===== src/rtl/spi_ctrl_tx.sv =====
// spi_ctrl_tx: byte-wide SPI controller, MSB first, SPI modes 0-3, sclk half-period CLK_DIV clocks.
// Define SPI_CTRL_TX_MISO_EN to add full-duplex capture (miso in, rx_dat out).
module spi_ctrl_tx #(
    parameter int unsigned CLK_DIV = 4
) (
    input  logic       clk,
    input  logic       rst,
    input  logic [7:0] tx_dat,
    input  logic       tx_valid,
    output logic       tx_ready,
    input  logic [1:0] mode,
`ifdef SPI_CTRL_TX_MISO_EN
    input  logic       miso,
    output logic [7:0] rx_dat,
`endif
    output logic       sclk,
    output logic       mosi,
    output logic       cs,
    output logic       done
);

    localparam int unsigned DIV_W = 8;
    localparam int unsigned TOG_W = 5;
    localparam logic [DIV_W-1:0] DIV_LAST = DIV_W'(CLK_DIV - 1);
    localparam logic [TOG_W-1:0] TOG_PRELAST = TOG_W'(15);

    localparam logic [2:0] ST_IDLE  = 3'd0;
    localparam logic [2:0] ST_SETUP = 3'd1;
    localparam logic [2:0] ST_SHIFT = 3'd2;
    localparam logic [2:0] ST_HOLD  = 3'd3;
    localparam logic [2:0] ST_GAP   = 3'd4;

    logic [2:0]       state_q, state_d;
    logic [DIV_W-1:0] div_q, div_d;
    logic [TOG_W-1:0] tog_q, tog_d;
    logic [7:0]       sreg_q, sreg_d;
    logic             cpol_q, cpol_d;
    logic             cpha_q, cpha_d;
    logic             cs_q, cs_d;
    logic             sclk_q, sclk_d;
    logic             done_q, done_d;

    logic             div_wrap;
    logic             accept;
    logic [TOG_W-1:0] tog_nxt;

    assign tx_ready = (state_q == ST_IDLE) && !rst;
    assign accept   = tx_valid && tx_ready;
    assign div_wrap = (div_q == DIV_LAST);
    // Index e of the toggle that fires on the current wrap while in SHIFT.
    assign tog_nxt  = tog_q + TOG_W'(1);

    // Next-state and output decode; toggle 1 launches from SETUP, toggles 2..16 from SHIFT.
    always_comb begin
        state_d = state_q;
        div_d   = div_q;
        tog_d   = tog_q;
        sreg_d  = sreg_q;
        cpol_d  = cpol_q;
        cpha_d  = cpha_q;
        cs_d    = cs_q;
        sclk_d  = sclk_q;
        done_d  = 1'b0;

        case (state_q)
            ST_IDLE: begin
                cs_d   = 1'b1;
                sclk_d = mode[1];
                if (accept) begin
                    sreg_d  = tx_dat;
                    cpol_d  = mode[1];
                    cpha_d  = mode[0];
                    cs_d    = 1'b0;
                    div_d   = '0;
                    tog_d   = '0;
                    state_d = ST_SETUP;
                end
            end
            ST_SETUP: begin
                if (div_wrap) begin
                    div_d   = '0;
                    tog_d   = TOG_W'(1);
                    sclk_d  = ~cpol_q;
                    state_d = ST_SHIFT;
                end else begin
                    div_d = div_q + DIV_W'(1);
                end
            end
            ST_SHIFT: begin
                if (div_wrap) begin
                    div_d  = '0;
                    tog_d  = tog_nxt;
                    sclk_d = ~sclk_q;
                    // Launch edges are the non-sample toggles; e=1 never lands here.
                    if (tog_nxt[0] == cpha_q) begin
                        sreg_d = {sreg_q[6:0], 1'b0};
                    end
                    if (tog_q == TOG_PRELAST) begin
                        state_d = ST_HOLD;
                    end
                end else begin
                    div_d = div_q + DIV_W'(1);
                end
            end
            ST_HOLD: begin
                if (div_wrap) begin
                    div_d   = '0;
                    cs_d    = 1'b1;
                    done_d  = 1'b1;
                    state_d = ST_GAP;
                end else begin
                    div_d = div_q + DIV_W'(1);
                end
            end
            ST_GAP: begin
                if (div_wrap) begin
                    div_d   = '0;
                    state_d = ST_IDLE;
                end else begin
                    div_d = div_q + DIV_W'(1);
                end
            end
            default: begin
                cs_d    = 1'b1;
                state_d = ST_IDLE;
            end
        endcase
    end

    always_ff @(posedge clk) begin
        if (rst) begin
            state_q <= ST_IDLE;
            div_q   <= '0;
            tog_q   <= '0;
            sreg_q  <= '0;
            cpol_q  <= 1'b0;
            cpha_q  <= 1'b0;
            cs_q    <= 1'b1;
            sclk_q  <= 1'b0;
            done_q  <= 1'b0;
        end else begin
            state_q <= state_d;
            div_q   <= div_d;
            tog_q   <= tog_d;
            sreg_q  <= sreg_d;
            cpol_q  <= cpol_d;
            cpha_q  <= cpha_d;
            cs_q    <= cs_d;
            sclk_q  <= sclk_d;
            done_q  <= done_d;
        end
    end

    assign sclk = sclk_q;
    assign mosi = sreg_q[7];
    assign cs   = cs_q;
    assign done = done_q;

`ifdef SPI_CTRL_TX_MISO_EN
    logic [7:0] rx_sreg_q, rx_sreg_d;
    logic [7:0] rx_dat_q, rx_dat_d;
    logic       rx_sample;

    // Capture miso on every sample toggle; publish the byte alongside done.
    always_comb begin
        rx_sample = div_wrap &&
                    (((state_q == ST_SETUP) && !cpha_q) ||
                     ((state_q == ST_SHIFT) && (tog_nxt[0] != cpha_q)));
        rx_sreg_d = rx_sample ? {rx_sreg_q[6:0], miso} : rx_sreg_q;
        rx_dat_d  = done_d ? rx_sreg_q : rx_dat_q;
    end

    always_ff @(posedge clk) begin
        if (rst) begin
            rx_sreg_q <= '0;
            rx_dat_q  <= '0;
        end else begin
            rx_sreg_q <= rx_sreg_d;
            rx_dat_q  <= rx_dat_d;
        end
    end

    assign rx_dat = rx_dat_q;
`endif

endmodule


===== config.mk =====
export PLATFORM = sky130hd
export DESIGN_NAME = spi_ctrl_tx
export DESIGN_NICKNAME = d
export VERILOG_FILES = /design/src/rtl/spi_ctrl_tx.sv
export SDC_FILE = /design/constraint.sdc
export NUM_CORES = 1
export LEC_CHECK = 0
export CORE_ASPECT_RATIO = 2
export CORE_MARGIN = 2
export CORE_UTILIZATION = 50
export CTS_BUF_LIST = sky130_fd_sc_hd__clkbuf_8
export DETAILED_ROUTE_END_ITERATION = 8
export HOLD_SLACK_MARGIN = 0.08
export PLACE_DENSITY = 0.75
export REMOVE_ABC_BUFFERS = 1
export SLEW_MARGIN = 20
export SYNTH_ARGS = -nofsm -noshare
export SYNTH_HDL_FRONTEND = slang
export SYNTH_SLANG_ARGS = --single-unit

===== constraint.sdc =====
create_clock -name clk -period 1.73 [get_ports clk]
set_input_delay 0.346 -clock clk [delete_from_list [all_inputs] [get_ports clk]]
set_output_delay 0.346 -clock clk [all_outputs]
set_load 0.005 [all_outputs]

Word level (Yosys, flattened, before mapping). Cells that the tools add are included.

Flip-flop bits (word level): 29. Memory bits (read-only): 0. Memories kept: 0. RAM bits: 0. Bits in latches: 0. Word-level logic and storage cells: 71. Input port bits: 13.

Reductions and logical operators: 17. Divide/modulo/power cells: 0. Bitwise logic cells: 4. Add/subtract/negate cells: 2. $lt $le $gt $ge: 0. $mul: 0. Shift-type cells: 0. Equal/unequal tests: 14. Multiplexer cells: 25.

Operators by type and width (count): $mux 8 (5); $pmux 8 s2 (2); $mux 3 (6); $mux 5 (3); $pmux 3 s5 (1); $pmux 5 s3 (1); $ne 2x2->1 const B (7); $add 8x1->8 const B (1); $eq 8x2->1 const B (1); $reduce_and 4->1 (2); $eq 3x2->1 const B (2); $pmux 1 s3 (2); $reduce_and 2->1 (3); $reduce_and 6->1 (1); $add 5x1->5 const B (1); $eq 5x4->1 const B (1); $mux 1 (5); $not 1->1 (4); $reduce_bool 2->1 (2); $reduce_or 4->1 (1); $eq 3x1->1 const B (1); $eq 3x3->1 const B (1); $logic_not 3->1 (1); $reduce_and 3->1 (1); other kinds (6) (7).

Logic depth before layout (Yosys ltp).
Depth in word-level cells: 5. Gate-level depth with buffers: 6. Gate-level depth less buffers: 6.

Worst setup path before layout. No wires, ideal clock.

Path type: reg-to-reg. From: reg div_q[0]. To: reg tog_q[3]. Data arrival time: 1.769 ns. Slack: -0.113 ns. Period minus slack after synthesis: 1.843 ns. Stages on the path, launching flop included: 6. Cell sequence: dfxtp_1 > ha_1 > nor4b_4 > nand2_2 > or4_1 > a31oi_1.

Cells in the longest elaborated chain, start to end: 3.

Ends and longest elaborated chain: start: declaration (line 34) `logic [DIV_W-1:0] div_q, div_d;`; start signal: assignment (line 143) `div_q <= div_d;`; $eq 8x2->1 (*) (line 49) `assign div_wrap = (div_q == DIV_LAST);`; $ne 2x2->1 (no line); $reduce_and 4->1 (no line) (*); end signal: assignment (line 144) `tog_q <= tog_d;`; end: declaration (line 35) `logic [TOG_W-1:0] tog_q, tog_d;`.

Mark *: on every way between the ends. The rest lies on a longest branch, timed or not. A chain may end at the register's enable or synchronous reset.

Worst setup path in the final report.
From: reg div_q[0]. To: reg tog_q[1].

Same word-level chain as after synthesis.

==> impl_metrics.sql <==
INSERT INTO impl_metrics (metric_group, metric, value, unit) VALUES
('sta', 'slew-limit-headroom', '66.8', '%'),
('power_and_ir_drop', 'design_power_total', '1.41', 'mW'),
('worst_setup_path', 'critical_path.max_fanout', '3', ''),
('routing', 'vias', '1575', ''),
('worst_setup_path', 'crit_required', '1.94', 'ns'),
('die', 'die_boundary_width', '43.8', 'um'),
('worst_setup_path', 'timing.critical_path.slowest_stage_cell', 'dfxtp_2', ''),
('run_status', 'violations', 'setup timing', ''),
('final_layout', 'instances_no_fill', '274', ''),
('logic_synthesis', 'post_synth_instance_area', '1590', 'um2'),
('run_status', 'run_status', 'finished with violations', ''),
('run', 'timing.max_cap.violations', '0', ''),
('clock_tree', 'cts_hold_buf', '0', ''),
('placement', 'dp_hpwl', '2710', 'um'),
('final_layout', 'layout.core_utilization', '71.1', '%'),
('worst_setup_path', 'worstPathBufferInverterCount', '3', ''),
('logic_synthesis', 'synth_common_cells', '29 x dfxtp_1, 23 x nand2_1, 21 x a21oi_1, 14 x nand3_1, 12 x o21ai_0', ''),
('sta', 'fmax', '571', 'MHz'),
('grt', 'grt_start_max_net_pins', '20', ''),
('worst_setup_path', 'cpPeakStageDelay', '0.35', 'ns'),
('clock_tree', 'clock-sinks', '29', ''),
('die', 'fp.dieH', '83.6', 'um'),
('logic_synthesis', 'synth-seq-cells', '29', ''),
('final_layout', 'design.final.nets', '259', ''),
('routing', 'wl_per_cell', '14.0', 'um'),
('routing', 'drcViolationCount', '0', ''),
('placement', 'place.gp.congestion', '0.843', ''),
('logic_synthesis', 'post-synth-top-count-cell', 'dfxtp_1', ''),
('sta', 'final.hold.worst_slack', '0.473', 'ns'),
('grt', 'grt.total_usage', '24.1', '%'),
('clock_tree', 'clock-root-buffer', 'clkbuf_8', ''),
('grt', 'first_global_vias', '1584', ''),
('grt', 'grt_pass1_wl', '6790', 'um'),
('routing', 'routed_via_density', '5.75', ''),
('final_layout', 'antennaDiodeCount', '0', ''),
('clock_tree', 'clkSlewWorstSetupHoldPaths', '0.06', 'ns'),
('die', 'start_util', '51.4', '%'),
('logic_synthesis', 'yosysSeqAreaShare', '36.6', '%'),
('die', 'rows', '29', ''),
('grt', 'grt.overflow.total', '0', ''),
('clock_tree', 'cts-buffers-inserted', '5', ''),
('sta', 'clock_skews', '0.00262', 'ns'),
('power_and_ir_drop', 'power_density', '643', 'nW/um2'),
('power_and_ir_drop', 'peakVddDrop', '0.000505', 'V'),
('placement', 'port_buffers', '17', ''),
('clock_tree', 'tritoncts', 'built', ''),
('hold_path', 'timing.hold.worst.class', 'reg -> reg', ''),
('die', 'design.core.area', '3080', 'um2'),
('sta', 'setup-violations-final', '1', ''),
('logic_synthesis', 'synthesis.instances', '193', ''),
('final_layout', 'share_of_post_route_cells_with_drive_strength_above_1', '27.6', '%'),
('logic_synthesis', 'ys_types', '45', ''),
('sta', 'fin_ws', '-0.0222', 'ns'),
('final_layout', 'area_growth_syn_to_layout', '38.4', '%'),
('logic_synthesis', 'synth_largest_area_cell', 'dfxtp_1', ''),
('sta', 'slew_viol_final', '0', ''),
('sta', 'hold_viol', '0', ''),
('worst_setup_path', 'end_kind', 'flip-flop', ''),
('clock_tree', 'ctsLongestPathBuffers', '2', ''),
('power_and_ir_drop', 'p_leak', '0.842', 'nW'),
('sta', 'finalWorstPathRequiredPeriod', '1.75', 'ns'),
('die', 'fp.dieArea', '3660', 'um2'),
('worst_setup_path', 'critPathTopFamily', 'simple AND/OR/NAND/NOR gates', ''),
('placement', 'dpl.cell_count', '261', ''),
('clock_tree', 'cts_max_level', '2', ''),
('routing', 'totalWireLength', '3850', 'um'),
('logic_synthesis', 'ys_warns', '0', ''),
('clock_tree', 'insertion_delay', '0.28', 'ns'),
('worst_setup_path', 'timing.critical_path.mode_cell', 'buf_4', ''),
('sta', 'finalCritPeriodShare', '101', '%'),
('sta', 'setup_repair_after_global_routing_missed_its_margin', 'yes', '');
==> tightest hold or removal path: cells and delay by family, from the launching register on <==
family           cells  cell delay [ns]
AO/OA/AOI/OAI        1             0.06
AND/OR/NAND/NOR      1             0.06
flip-flops           1             0.31
==> stage by stage <==
stage	instance area, um2	worst slack (ns)	TNS (ns)
after global placement	2000	-0.240	-4.08
final	2190	-0.0222	-0.0222
after CTS	2150	0.00296	0
after global routing	2190	-0.0907	-0.440
after detailed placement	2000	-0.285	-4.65
after floorplan	1540	-0.113	-0.887
==> cell families (layout without fill, tap and decap cells) <==
group                    Yosys count  count (layout)  share of synthesized area [%]
XOR/XNOR                           4               4                           2.21
adder cells (fa/ha/maj)            4               4                           3.00
flip-flops                        29              29                           36.6
AO/OA/AOI/OAI                     55              55                           22.3
multiplexers                       4               4                           2.53
AND/OR/NAND/NOR                   80              80                           29.0
buffers and inverters             17              67                           4.26
==> layer usage <==
| metal | vias to the layer above | track usage [%] | wire [um] | share of wire (%) |
|---|---|---|---|---|
| met2 | 33 | 38.2 | 1980 | 51 |
| met5 | - | 0 | 0 | 0 |
| met1 | 729 | 29.8 | 1640 | 43 |
| met3 | 5 | 5.19 | 155 | 4.0 |
| li1 | 808 | - | - | - |
| met4 | 0 | 11.3 | 70 | 1.8 |
==> cell type report <==
cell class	instances	area, um2
Clock buffer	6	82.6
Clock inverter	1	3.75
Fill cell	263	891
Inverter	5	18.8
Multi-Input combinational cell	147	996
Sequential cell	29	584
Tap cell	31	38.8
Timing Repair Buffer	55	469
==> power by group <==
| part | leakage [nW] | internal (mW) | switching, mW |
|---|---|---|---|
| registers | 0.237 | 0.688 | 0.0119 |
| logic | 0.556 | 0.0888 | 0.0760 |
| clock network | 0.0485 | 0.309 | 0.238 |
==> repair_timing <==
action	CTS	global route
resized for setup	10	10
buffers inserted	5	1
setup endpoints to repair	6	17
pin swaps	4	17
==> cell usage in the layout, fill, tap and decap left out, types with 2 or more instances in the layout <==
| cell type | netlist | routed |
|---|---|---|
| a31oi_1 | 2 | 2 |
| nand2_1 | 23 | 23 |
| dfxtp_2 | 0 | 3 |
| mux2i_1 | 4 | 4 |
| nor3_2 | 2 | 2 |
| and3_1 | 3 | 3 |
| xor2_1 | 2 | 2 |
| or3_1 | 2 | 2 |
| a21oi_2 | 1 | 4 |
| and2_1 | 2 | 2 |
| o21ai_0 | 12 | 10 |
| a21oi_1 | 21 | 18 |
| nor3_1 | 4 | 4 |
| or4_1 | 3 | 2 |
| nand3b_1 | 3 | 3 |
| inv_1 | 5 | 6 |
| nand4_1 | 4 | 4 |
| clkbuf_8 | 0 | 6 |
| buf_4 | 0 | 36 |
| dlygate4sd2_1 | 0 | 2 |
| clkdlybuf4s50_1 | 0 | 15 |
| dfxtp_1 | 29 | 26 |
| or3b_2 | 2 | 2 |
| nor2_1 | 8 | 8 |
| xnor2_1 | 2 | 2 |
| a22o_1 | 2 | 2 |
| a22oi_1 | 2 | 2 |
| a211o_1 | 7 | 7 |
| ha_1 | 3 | 2 |
| o21ai_1 | 0 | 2 |
| nand3_1 | 14 | 14 |
==> state kept, by name (all words and copies together) (netlist names) <==
signal	count
cpol_q	1
state_q	3
sreg_q	8
cpha_q	1
cs	1
done	1
tog_q	5
sclk	1
div_q	8
==> final timing paths <==
path | startpoint | end | slack, ns | cells after the start
setup reg to reg | div_q[0]$_SDFFE_PP0P_ | tog_q[1]$_SDFFE_PP0P_ | -0.02 | 8
hold reg to reg | tog_q[4]$_SDFFE_PP0P_ | tog_q[4]$_SDFFE_PP0P_ | 0.47 | 2
hold / removal | tog_q[4]$_SDFFE_PP0P_ | tog_q[4]$_SDFFE_PP0P_ | 0.47 | 2
setup / recovery | div_q[0]$_SDFFE_PP0P_ | tog_q[1]$_SDFFE_PP0P_ | -0.02 | 8
Power figures use the tool's default switching activity.
